==> src/rtl/sprite_blitter_if.sv <==
// Frame-buffer write port between the sprite blitter (master) and the frame-buffer RAM (slave).
// Handshake: a write is accepted on a rising edge where fb_we && fb_ready; while fb_ready is low the master holds fb_we/fb_addr/fb_data stable.
interface sprite_blitter_if #(
    parameter int FB_AW = 17,
    parameter int PIX_W = 4
);
    logic             fb_we;
    logic [FB_AW-1:0] fb_addr;
    logic [PIX_W-1:0] fb_data;
    logic             fb_ready;

    modport master (output fb_we, output fb_addr, output fb_data, input fb_ready);
    modport slave  (input fb_we, input fb_addr, input fb_data, output fb_ready);
endinterface

==> src/rtl/sprite_blitter.sv <==
// Copies a 1-bit sprite ROM into a palette-index frame buffer at (pos_x, pos_y), one pixel per write.
// Opaque ROM pixels are written with the latched colour; transparent and off-screen pixels are skipped.
module sprite_blitter #(
    parameter int SPR_W = 32,
    parameter int SPR_H = 32,
    parameter int FB_W  = 320,
    parameter int FB_H  = 240,
    parameter int FB_AW = 17,
    parameter int PIX_W = 4
) (
    input  logic             vga_clk,
    input  logic             reset,
    input  logic             start,
    input  logic [9:0]       pos_x,
    input  logic [9:0]       pos_y,
    input  logic [PIX_W-1:0] color,
    output logic             busy,
    output logic             done,
    output logic [9:0]       rom_address,
    input  logic             rom_q,
    sprite_blitter_if.master fb,
    output logic [2:0]       dbg_state
);
    localparam int RX_W = (SPR_W > 1) ? $clog2(SPR_W) : 1;
    localparam int RY_W = (SPR_H > 1) ? $clog2(SPR_H) : 1;

    typedef enum logic [2:0] {
        ST_IDLE  = 3'd0,
        ST_FETCH = 3'd1,
        ST_EVAL  = 3'd2,
        ST_WRITE = 3'd3,
        ST_DONE  = 3'd4
    } state_t;

    state_t           state_q, state_d;
    logic [RX_W-1:0]  rx_q, rx_d;
    logic [RY_W-1:0]  ry_q, ry_d;
    logic [9:0]       pos_x_q, pos_x_d;
    logic [9:0]       pos_y_q, pos_y_d;
    logic [PIX_W-1:0] color_q, color_d;
    logic             busy_q, busy_d;
    logic             done_q, done_d;
    logic [9:0]       rom_address_q, rom_address_d;
    logic             fb_we_q, fb_we_d;
    logic [FB_AW-1:0] fb_addr_q, fb_addr_d;
    logic [PIX_W-1:0] fb_data_q, fb_data_d;

    logic [10:0]      x_pos, y_pos;
    logic             on_screen;
    logic             last_px;
    logic             advance;
    logic [RX_W-1:0]  rx_nxt;
    logic [RY_W-1:0]  ry_nxt;

    // 11-bit screen coordinates so a sprite near the right/bottom edge cannot wrap back on-screen.
    assign x_pos     = 11'(pos_x_q) + 11'(rx_q);
    assign y_pos     = 11'(pos_y_q) + 11'(ry_q);
    assign on_screen = (x_pos < 11'(FB_W)) && (y_pos < 11'(FB_H));
    assign last_px   = (rx_q == RX_W'(SPR_W - 1)) && (ry_q == RY_W'(SPR_H - 1));

    always_comb begin
        if (rx_q == RX_W'(SPR_W - 1)) begin
            rx_nxt = '0;
            ry_nxt = ry_q + RY_W'(1);
        end else begin
            rx_nxt = rx_q + RX_W'(1);
            ry_nxt = ry_q;
        end
    end

    always_comb begin
        state_d       = state_q;
        rx_d          = rx_q;
        ry_d          = ry_q;
        pos_x_d       = pos_x_q;
        pos_y_d       = pos_y_q;
        color_d       = color_q;
        busy_d        = busy_q;
        done_d        = 1'b0;
        rom_address_d = rom_address_q;
        fb_we_d       = fb_we_q;
        fb_addr_d     = fb_addr_q;
        fb_data_d     = fb_data_q;
        advance       = 1'b0;

        case (state_q)
            ST_IDLE: begin
                if (start) begin
                    pos_x_d       = pos_x;
                    pos_y_d       = pos_y;
                    color_d       = color;
                    rx_d          = '0;
                    ry_d          = '0;
                    rom_address_d = '0;
                    busy_d        = 1'b1;
                    state_d       = ST_FETCH;
                end
            end
            ST_FETCH: state_d = ST_EVAL;
            ST_EVAL: begin
                if (rom_q && on_screen) begin
                    fb_we_d   = 1'b1;
                    fb_addr_d = FB_AW'(y_pos * FB_W + x_pos);
                    fb_data_d = color_q;
                    state_d   = ST_WRITE;
                end else begin
                    advance = 1'b1;
                end
            end
            ST_WRITE: begin
                if (fb.fb_ready) begin
                    fb_we_d = 1'b0;
                    advance = 1'b1;
                end
            end
            ST_DONE: begin
                busy_d  = 1'b0;
                state_d = ST_IDLE;
            end
            default: state_d = ST_IDLE;
        endcase

        // Shared pixel step for both skipped and written pixels; row-major, rx fastest.
        if (advance) begin
            if (last_px) begin
                done_d  = 1'b1;
                state_d = ST_DONE;
            end else begin
                rx_d          = rx_nxt;
                ry_d          = ry_nxt;
                rom_address_d = 10'(int'(ry_nxt) * SPR_W + int'(rx_nxt));
                state_d       = ST_FETCH;
            end
        end
    end

    always_ff @(posedge vga_clk) begin
        if (reset) begin
            state_q       <= ST_IDLE;
            rx_q          <= '0;
            ry_q          <= '0;
            pos_x_q       <= '0;
            pos_y_q       <= '0;
            color_q       <= '0;
            busy_q        <= 1'b0;
            done_q        <= 1'b0;
            rom_address_q <= '0;
            fb_we_q       <= 1'b0;
            fb_addr_q     <= '0;
            fb_data_q     <= '0;
        end else begin
            state_q       <= state_d;
            rx_q          <= rx_d;
            ry_q          <= ry_d;
            pos_x_q       <= pos_x_d;
            pos_y_q       <= pos_y_d;
            color_q       <= color_d;
            busy_q        <= busy_d;
            done_q        <= done_d;
            rom_address_q <= rom_address_d;
            fb_we_q       <= fb_we_d;
            fb_addr_q     <= fb_addr_d;
            fb_data_q     <= fb_data_d;
        end
    end

    assign busy        = busy_q;
    assign done        = done_q;
    assign rom_address = rom_address_q;
    assign fb.fb_we    = fb_we_q;
    assign fb.fb_addr  = fb_addr_q;
    assign fb.fb_data  = fb_data_q;
    assign dbg_state   = state_q;
endmodule
==> src/flat_wrapper.sv <==
// flat-port wrapper written by rule: the top's interface ports become plain ports
module sprite_blitter_flat 
#(
    parameter int SPR_W = 32,
    parameter int SPR_H = 32,
    parameter int FB_W  = 320,
    parameter int FB_H  = 240,
    parameter int FB_AW = 17,
    parameter int PIX_W = 4
)
  (vga_clk, reset, start, pos_x, pos_y, color, busy, done, rom_address, rom_q, dbg_state, fb_fb_we, fb_fb_addr, fb_fb_data, fb_fb_ready);
  sprite_blitter_if #(.FB_AW(FB_AW), .PIX_W(PIX_W)) fb_i ();
  input  logic vga_clk;
  input  logic reset;
  input  logic start;
  input  logic [9:0] pos_x;
  input  logic [9:0] pos_y;
  input  logic [PIX_W-1:0] color;
  output logic busy;
  output logic done;
  output logic [9:0] rom_address;
  input  logic rom_q;
  output logic [2:0] dbg_state;
  output wire logic [$bits(fb_i.fb_we)-1:0] fb_fb_we;
  output wire logic [$bits(fb_i.fb_addr)-1:0] fb_fb_addr;
  output wire logic [$bits(fb_i.fb_data)-1:0] fb_fb_data;
  input wire logic [$bits(fb_i.fb_ready)-1:0] fb_fb_ready;
  assign fb_fb_we = fb_i.fb_we;
  assign fb_fb_addr = fb_i.fb_addr;
  assign fb_fb_data = fb_i.fb_data;
  assign fb_i.fb_ready = fb_fb_ready;
  sprite_blitter #(.SPR_W(SPR_W), .SPR_H(SPR_H), .FB_W(FB_W), .FB_H(FB_H), .FB_AW(FB_AW), .PIX_W(PIX_W)) u_core (.vga_clk(vga_clk), .reset(reset), .start(start), .pos_x(pos_x), .pos_y(pos_y), .color(color), .busy(busy), .done(done), .rom_address(rom_address), .rom_q(rom_q), .fb(fb_i), .dbg_state(dbg_state));
endmodule
==> config.mk <==
export PLATFORM = sky130hd
export DESIGN_NAME = sprite_blitter_flat
export DESIGN_NICKNAME = d
export VERILOG_FILES = /design/src/rtl/sprite_blitter_if.sv /design/src/rtl/sprite_blitter.sv /design/src/flat_wrapper.sv
export SDC_FILE = /design/constraint.sdc
export NUM_CORES = 1
export LEC_CHECK = 0
export ABC_AREA = 0
export CORE_MARGIN = 10
export CORE_UTILIZATION = 54
export CTS_CLUSTER_DIAMETER = 120
export DETAILED_ROUTE_END_ITERATION = 6
export PLACE_DENSITY = 0.8
export SYNTH_ARGS = -nofsm -noshare
export SYNTH_HDL_FRONTEND = slang
export SYNTH_SLANG_ARGS = --single-unit
export TNS_END_PERCENT = 10
==> constraint.sdc <==
create_clock -name vga_clk -period 5.5 [get_ports vga_clk]
set_input_delay 0.825 -clock vga_clk [delete_from_list [all_inputs] [get_ports vga_clk]]
set_output_delay 0.825 -clock vga_clk [all_outputs]
set_load 0.005 [all_outputs]
# Word-level counts from Yosys, hierarchy flattened
# Cells that the tools add are included.
[word_totals]
regBits = 71
in_bits = 29
out_inout_bits = 37
elab_cells = 74
[classes]
n_addsub = 6
mul = 1
n_lt_le_gt_ge = 2
eq_ne = 12
n_mux = 28
bitwise_logic = 1
n_reduce_logical = 12
[ops]
columns = ["cell", "count"]
rows = [
  ["$mux W5", 10],
  ["$mux W10", 4],
  ["$add A10 B5 Y11", 2],
  ["$add A17 B11 Y17", 1],
  ["$mux W3", 4],
  ["$pmux W3 S4", 1],
  ["$lt A11 B8 Y1 const B", 1],
  ["$lt A11 B9 Y1 const B", 1],
  ["$mul A11 B3 Y11 const B", 1],
  ["$add A10 B5 Y10", 1],
  ["$add A5 B1 Y5 const B", 2],
  ["$eq A5 B5 Y1 const B", 2],
  ["$eq A3 B2 Y1 const B", 2],
  ["$mux W1", 6],
  ["$pmux W1 S2", 3],
  ["$reduce_and A2 Y1", 3],
  ["$reduce_and A3 Y1", 2],
  ["$ne A2 B1 Y1 const B", 2],
  ["$ne A2 B2 Y1 const B", 2],
  ["$reduce_bool A2 Y1", 2],
  ["$eq A3 B1 Y1 const B", 1],
  ["$eq A3 B3 Y1 const B", 1],
  ["$logic_and A1 B1 Y1", 3],
  ["$logic_not A3 Y1", 1],
  ["4 further kinds", 4],
]

# Logic depth before layout (Yosys ltp)
[logic_depth]
depth_word = 8
mapped_depth = 17
ltp_nobuf = 17

# Worst setup path after synthesis
# OpenSTA, ideal clock, no wires.
[synth_path]
kind = "register -> register"
from = "register u_core.ry_q[0]"
to = "register u_core.fb_addr_q[16] (netlist: u_core.fb.fb_addr[16])"
setup_ns = 0.122
t_arrival_ns = 3.669
required_ns = 5.378
setup_slack_ns = 1.709
path_stages_with_launch = 18
n_path_buf = 0
synth_period_minus_slack_ns = 3.791
path_cell_list = "dfxtp_1 ha_1 inv_1 fa_1 nor2b_1 o31a_1 o21ai_0 xnor2_1 ha_1 ha_1 o21a_1 o31a_1 or4b_1 o311ai_0 nand3b_1 xnor2_1 xnor2_1 o22ai_1"
[synth_via]
elab_chain_cells = 5
word_cells_on_any_way = 7
cone_classes = "add/sub (2); mul (1); order compare (1); reduce/logical (3)"
[synth_lines]
columns = ["element", "line", "rtl"]
rows = [
  ["start: declaration", "sprite_blitter.sv:37", "logic [RY_W-1:0] ry_q, ry_d;"],
  ["start signal: assignment", "sprite_blitter.sv:154", "ry_q <= ry_d;"],
  ["$add A10 B5 Y11 (*)", "sprite_blitter.sv:57", "assign y_pos = 11'(pos_y_q) + 11'(ry_q);"],
  ["parallel branches: the longest is 4 deep, another holds $add A17 B11 Y17", "n/a", ""],
  ["end signal: assignment", "sprite_blitter.sv:162", "fb_addr_q <= fb_addr_d;"],
  ["end: declaration", "sprite_blitter.sv:45", "logic [FB_AW-1:0] fb_addr_q, fb_addr_d;"],
]
# Mark *: on every way between the ends.
# A chain may end at the register's enable or synchronous reset.

# Final worst setup path
# Same ends and word-level chain as after synthesis.

==> results.md <==
* Status: finished clean
* Final setup fails at 0
* Critical Path AT at 4440 ps
* Reg2reg start: u_core.ry_q[0]
* Vias at 3368
* Core area at 7290 um^2
* Main combinational cell family by area after synthesis: compound AO/OA/AOI/OAI gates
* I/O pin total at 66
* Vias in the first global route at 3441
* Worst setup path startpoint: u_core.ry_q[0]
* Worst-case clock buffer depth at 2
* Post-synthesis simple-gate area fraction at 15.5%
* Initial DRC Count at 127
* H-tree depth at 3
* Syn avg cell area at 8.97 um^2
* # Max-Cap Violations at 0
* Slew headroom at 21.7%
* Final nets at 576
* Cells on worst reg2reg path at 17
* Least-Margin Pin Slew at 1160 ps
* Ys async rst share at 0%
* CTS tree: built
* Post-synth cell types at 59
* Crit path capture type: flip-flop
* Startpoint class of the critical path: flip-flop
* Diodes inserted at 0
* Worst reg2reg setup slack at 1270 ps
* Clock slew at reported path FFs at 80 ps
* Hold path startpoint: u_core.rom_address[6]
* Unrepaired setup endpoints after global routing: no
* CP cell instances: ha_1 -> inv_1 -> fa_1 -> nor2b_1 -> o31a_1 -> o21ai_0 -> xnor2_1 -> ha_1 -> ha_1 -> o21a_1 -> o31a_1 -> or4b_1 -> o311ai_0 -> nand3b_1 -> xnor2_1 -> xnor2_1 -> o22ai_1
* Peak per-stage delay on the critical path at 460 ps
* Wire length per cell at 15.4 um
* Die Width at 107 um
* Initial Utilization at 56.0%
* GRT overflow at 0
* Clk_skew at 9.91 ps
* Req. time, crit path at 5720 ps
* Buf/Inv on CP at 1
* Detailed Route WL at 9.44 mm
* Period minus WS final at 4230 ps
* TritonCTS buffer count at 9
* Peak Freq at 237 MHz
* GPL Wtd Cong at 0.821
* Mapped cell area at 4080 um^2
* Share of post-route cells with drive strength above 1 at 7.18%
* Die footprint at 11400 um^2
* Kind of critical path: reg2reg
* PD cells at 246 nW/um^2
* DIE HEIGHT at 107 um
* Final ANT Viol Nets at 0
* Worst-path cell with the longest stage delay: or4b_1
* Yosys reg bits at 71
* Drt pass-1 iters at 4
* EDFF count, synth at 0
* Final hold vios at 0
* Critical Path Fanout Max at 7
* Leakage Power at 1.94 nW
* First-pass GRT wire length at 15.9 mm
* Min-delay worst type: reg2reg
* Tcrit/Tclk final at 76.8%
* Mapped Cells at 455
* IO buf count at 65
* Gr usage total at 16.8%
* Sequential cell area fraction in the yosys report at 34.8%
* Total chip power at 1.22 mW
* Clock latency at the later pin of the worst-skew pair at 350 ps
* Largest net degree at the start of global routing at 61
* CP top delay family: adder cells
* Yosys warns at 0
* Crit path to: u_core.fb.fb_addr[16]
* Hold-fix buffers at CTS at 0
* Main synth FF type: dfxtp_1
* Site Rows at 31
* Worst reg2reg path endpoint: u_core.fb.fb_addr[16]
* Sink Count at 71
* Root buffer cell: clkbuf_8
* Dpl hpwl at 7.06 mm
* Postcts setup bufs at 0
* Setup total negative slack at 0 ps
* Post-Synth XOR/XNOR Area at 7.30%
* PostCTS Resize Cnt at 0
* DRC viols at 0
* Synth-to-Final Area Change at 21.3%
* Worst vdd ir at 172 uV
* Post-synthesis mux area share at 4.91%
* Synthesized Nets at 521
* Compound-cell area share of the yosys netlist at 20.1%
* Initial antenna violation count at 0
* Logic depth of the worst setup path including buffers at 17
* Synth Area in Adders at 12.1%
* Via/cell ratio at 5.49
* Slew Viols, Final at 0
report_power, final:
part           switching, mW  leakage [nW]  total [mW]  internal, mW
clock network          0.204         0.110       0.472         0.268
registers             0.0200         0.577       0.554         0.534
logic                  0.102          1.25       0.193        0.0909
worst min path at each step:
stage	slack [ps]	cells past startpoint	end
2_1_floorplan	440	2	u_core.color_q[0]
3_3_place_gp	440	1	u_core.rom_address[6]
3_5_place_dp	440	1	u_core.rom_address[6]
4_1_cts	460	2	u_core.color_q[2]
5_1_grt	490	1	u_core.rom_address[6]
6_report	460	1	u_core.rom_address[6]
registers in the layout (all words and copies together), names as in the netlist:
name,count
u_core.fb.fb_we,1
u_core.busy,1
u_core.pos_x_q,10
u_core.fb.fb_data,4
u_core.color_q,4
u_core.pos_y_q,10
u_core.done,1
u_core.rom_address,10
u_core.rx_q,5
u_core.dbg_state,3
u_core.fb.fb_addr,17
u_core.ry_q,5
through the flow:
| step | std cells | cell area [um^2] | hold slack [ps] | worst slack, ps | util (%) |
|---|---|---|---|---|---|
| global placement | 598 | 4720 | 438 | 1540 | 64.8 |
| global route | 614 | 4950 | 485 | 979 | 67.8 |
| floorplan | 455 | 4080 | 436 | 1710 | - |
| detailed placement | 598 | 4720 | 442 | 1330 | 64.8 |
| CTS | 614 | 4950 | 464 | 1300 | 67.8 |
| finish | 614 | 4950 | 458 | 1270 | 67.8 |
layout make-up:
cell class | count | area [um^2]
clock buffers | 11 | 141
clock inverters | 5 | 81.3
fillers | 626 | 2340
inverters | 18 | 67.6
multi-input cells | 343 | 2450
flip-flops and latches | 71 | 1420
well taps | 99 | 124
repair buffers | 67 | 661
cells by family after synthesis:
group / Yosys count
XOR/XNOR: 34
adder cells (fa/ha/maj): 37
AO/OA/AOI/OAI: 114
multiplexers: 20
AND/OR/NAND/NOR: 138
buffers and inverters: 41
flip-flops: 71
layout by cell type, fill, tap and decap left out, types with 10 or more instances in the layout:
master / netlist / routed
a21oi_1: 39 / 39
clkbuf_8: 0 / 10
clkdlybuf4s50_1: 0 / 64
dfxtp_1: 71 / 71
ha_1: 33 / 33
inv_1: 18 / 18
mux2i_1: 20 / 20
nand2_1: 60 / 60
nor2_1: 31 / 31
o21ai_0: 11 / 11
o2bb2ai_1: 10 / 10
xnor2_1: 24 / 24
xor2_1: 10 / 10
cells in the mapped netlist, types with 3 or more instances:
cell | instances | area, um^2
nor3_1 | 7 | 35.0
and3_1 | 4 | 25.0
o21ai_0 | 11 | 55.1
o21bai_1 | 3 | 22.5
nand3b_1 | 3 | 22.5
a22o_1 | 4 | 35.0
o2bb2ai_1 | 10 | 87.6
nor2_1 | 31 | 116
mux2i_1 | 20 | 200
a211oi_2 | 4 | 50.1
a21oi_1 | 39 | 195
a211oi_1 | 6 | 45.0
nor2b_1 | 6 | 37.5
dfxtp_1 | 71 | 1420
xnor2_1 | 24 | 210
o31a_1 | 3 | 26.3
nand2_1 | 60 | 225
or3_2 | 3 | 22.5
xor2_1 | 10 | 87.6
clkbuf_1 | 16 | 60.1
fa_1 | 4 | 80.1
buf_6 | 3 | 33.8
nand2b_1 | 6 | 37.5
inv_1 | 18 | 67.6
ha_1 | 33 | 413
nand3_1 | 8 | 40.0
a21o_1 | 7 | 52.6
a31oi_1 | 3 | 18.8
layer usage:
| metal | up-vias | routed length [um] | global-route usage, % |
|---|---|---|---|
| met4 | 0 | 192 | 7.06 |
| met1 | 1577 | 4040 | 18.9 |
| met2 | 70 | 4660 | 28.5 |
| li1 | 1705 | - | - |
| met3 | 16 | 548 | 5.51 |
| met5 | - | 0 | 0 |
No activity file was read; power rests on OpenSTA's default activity.
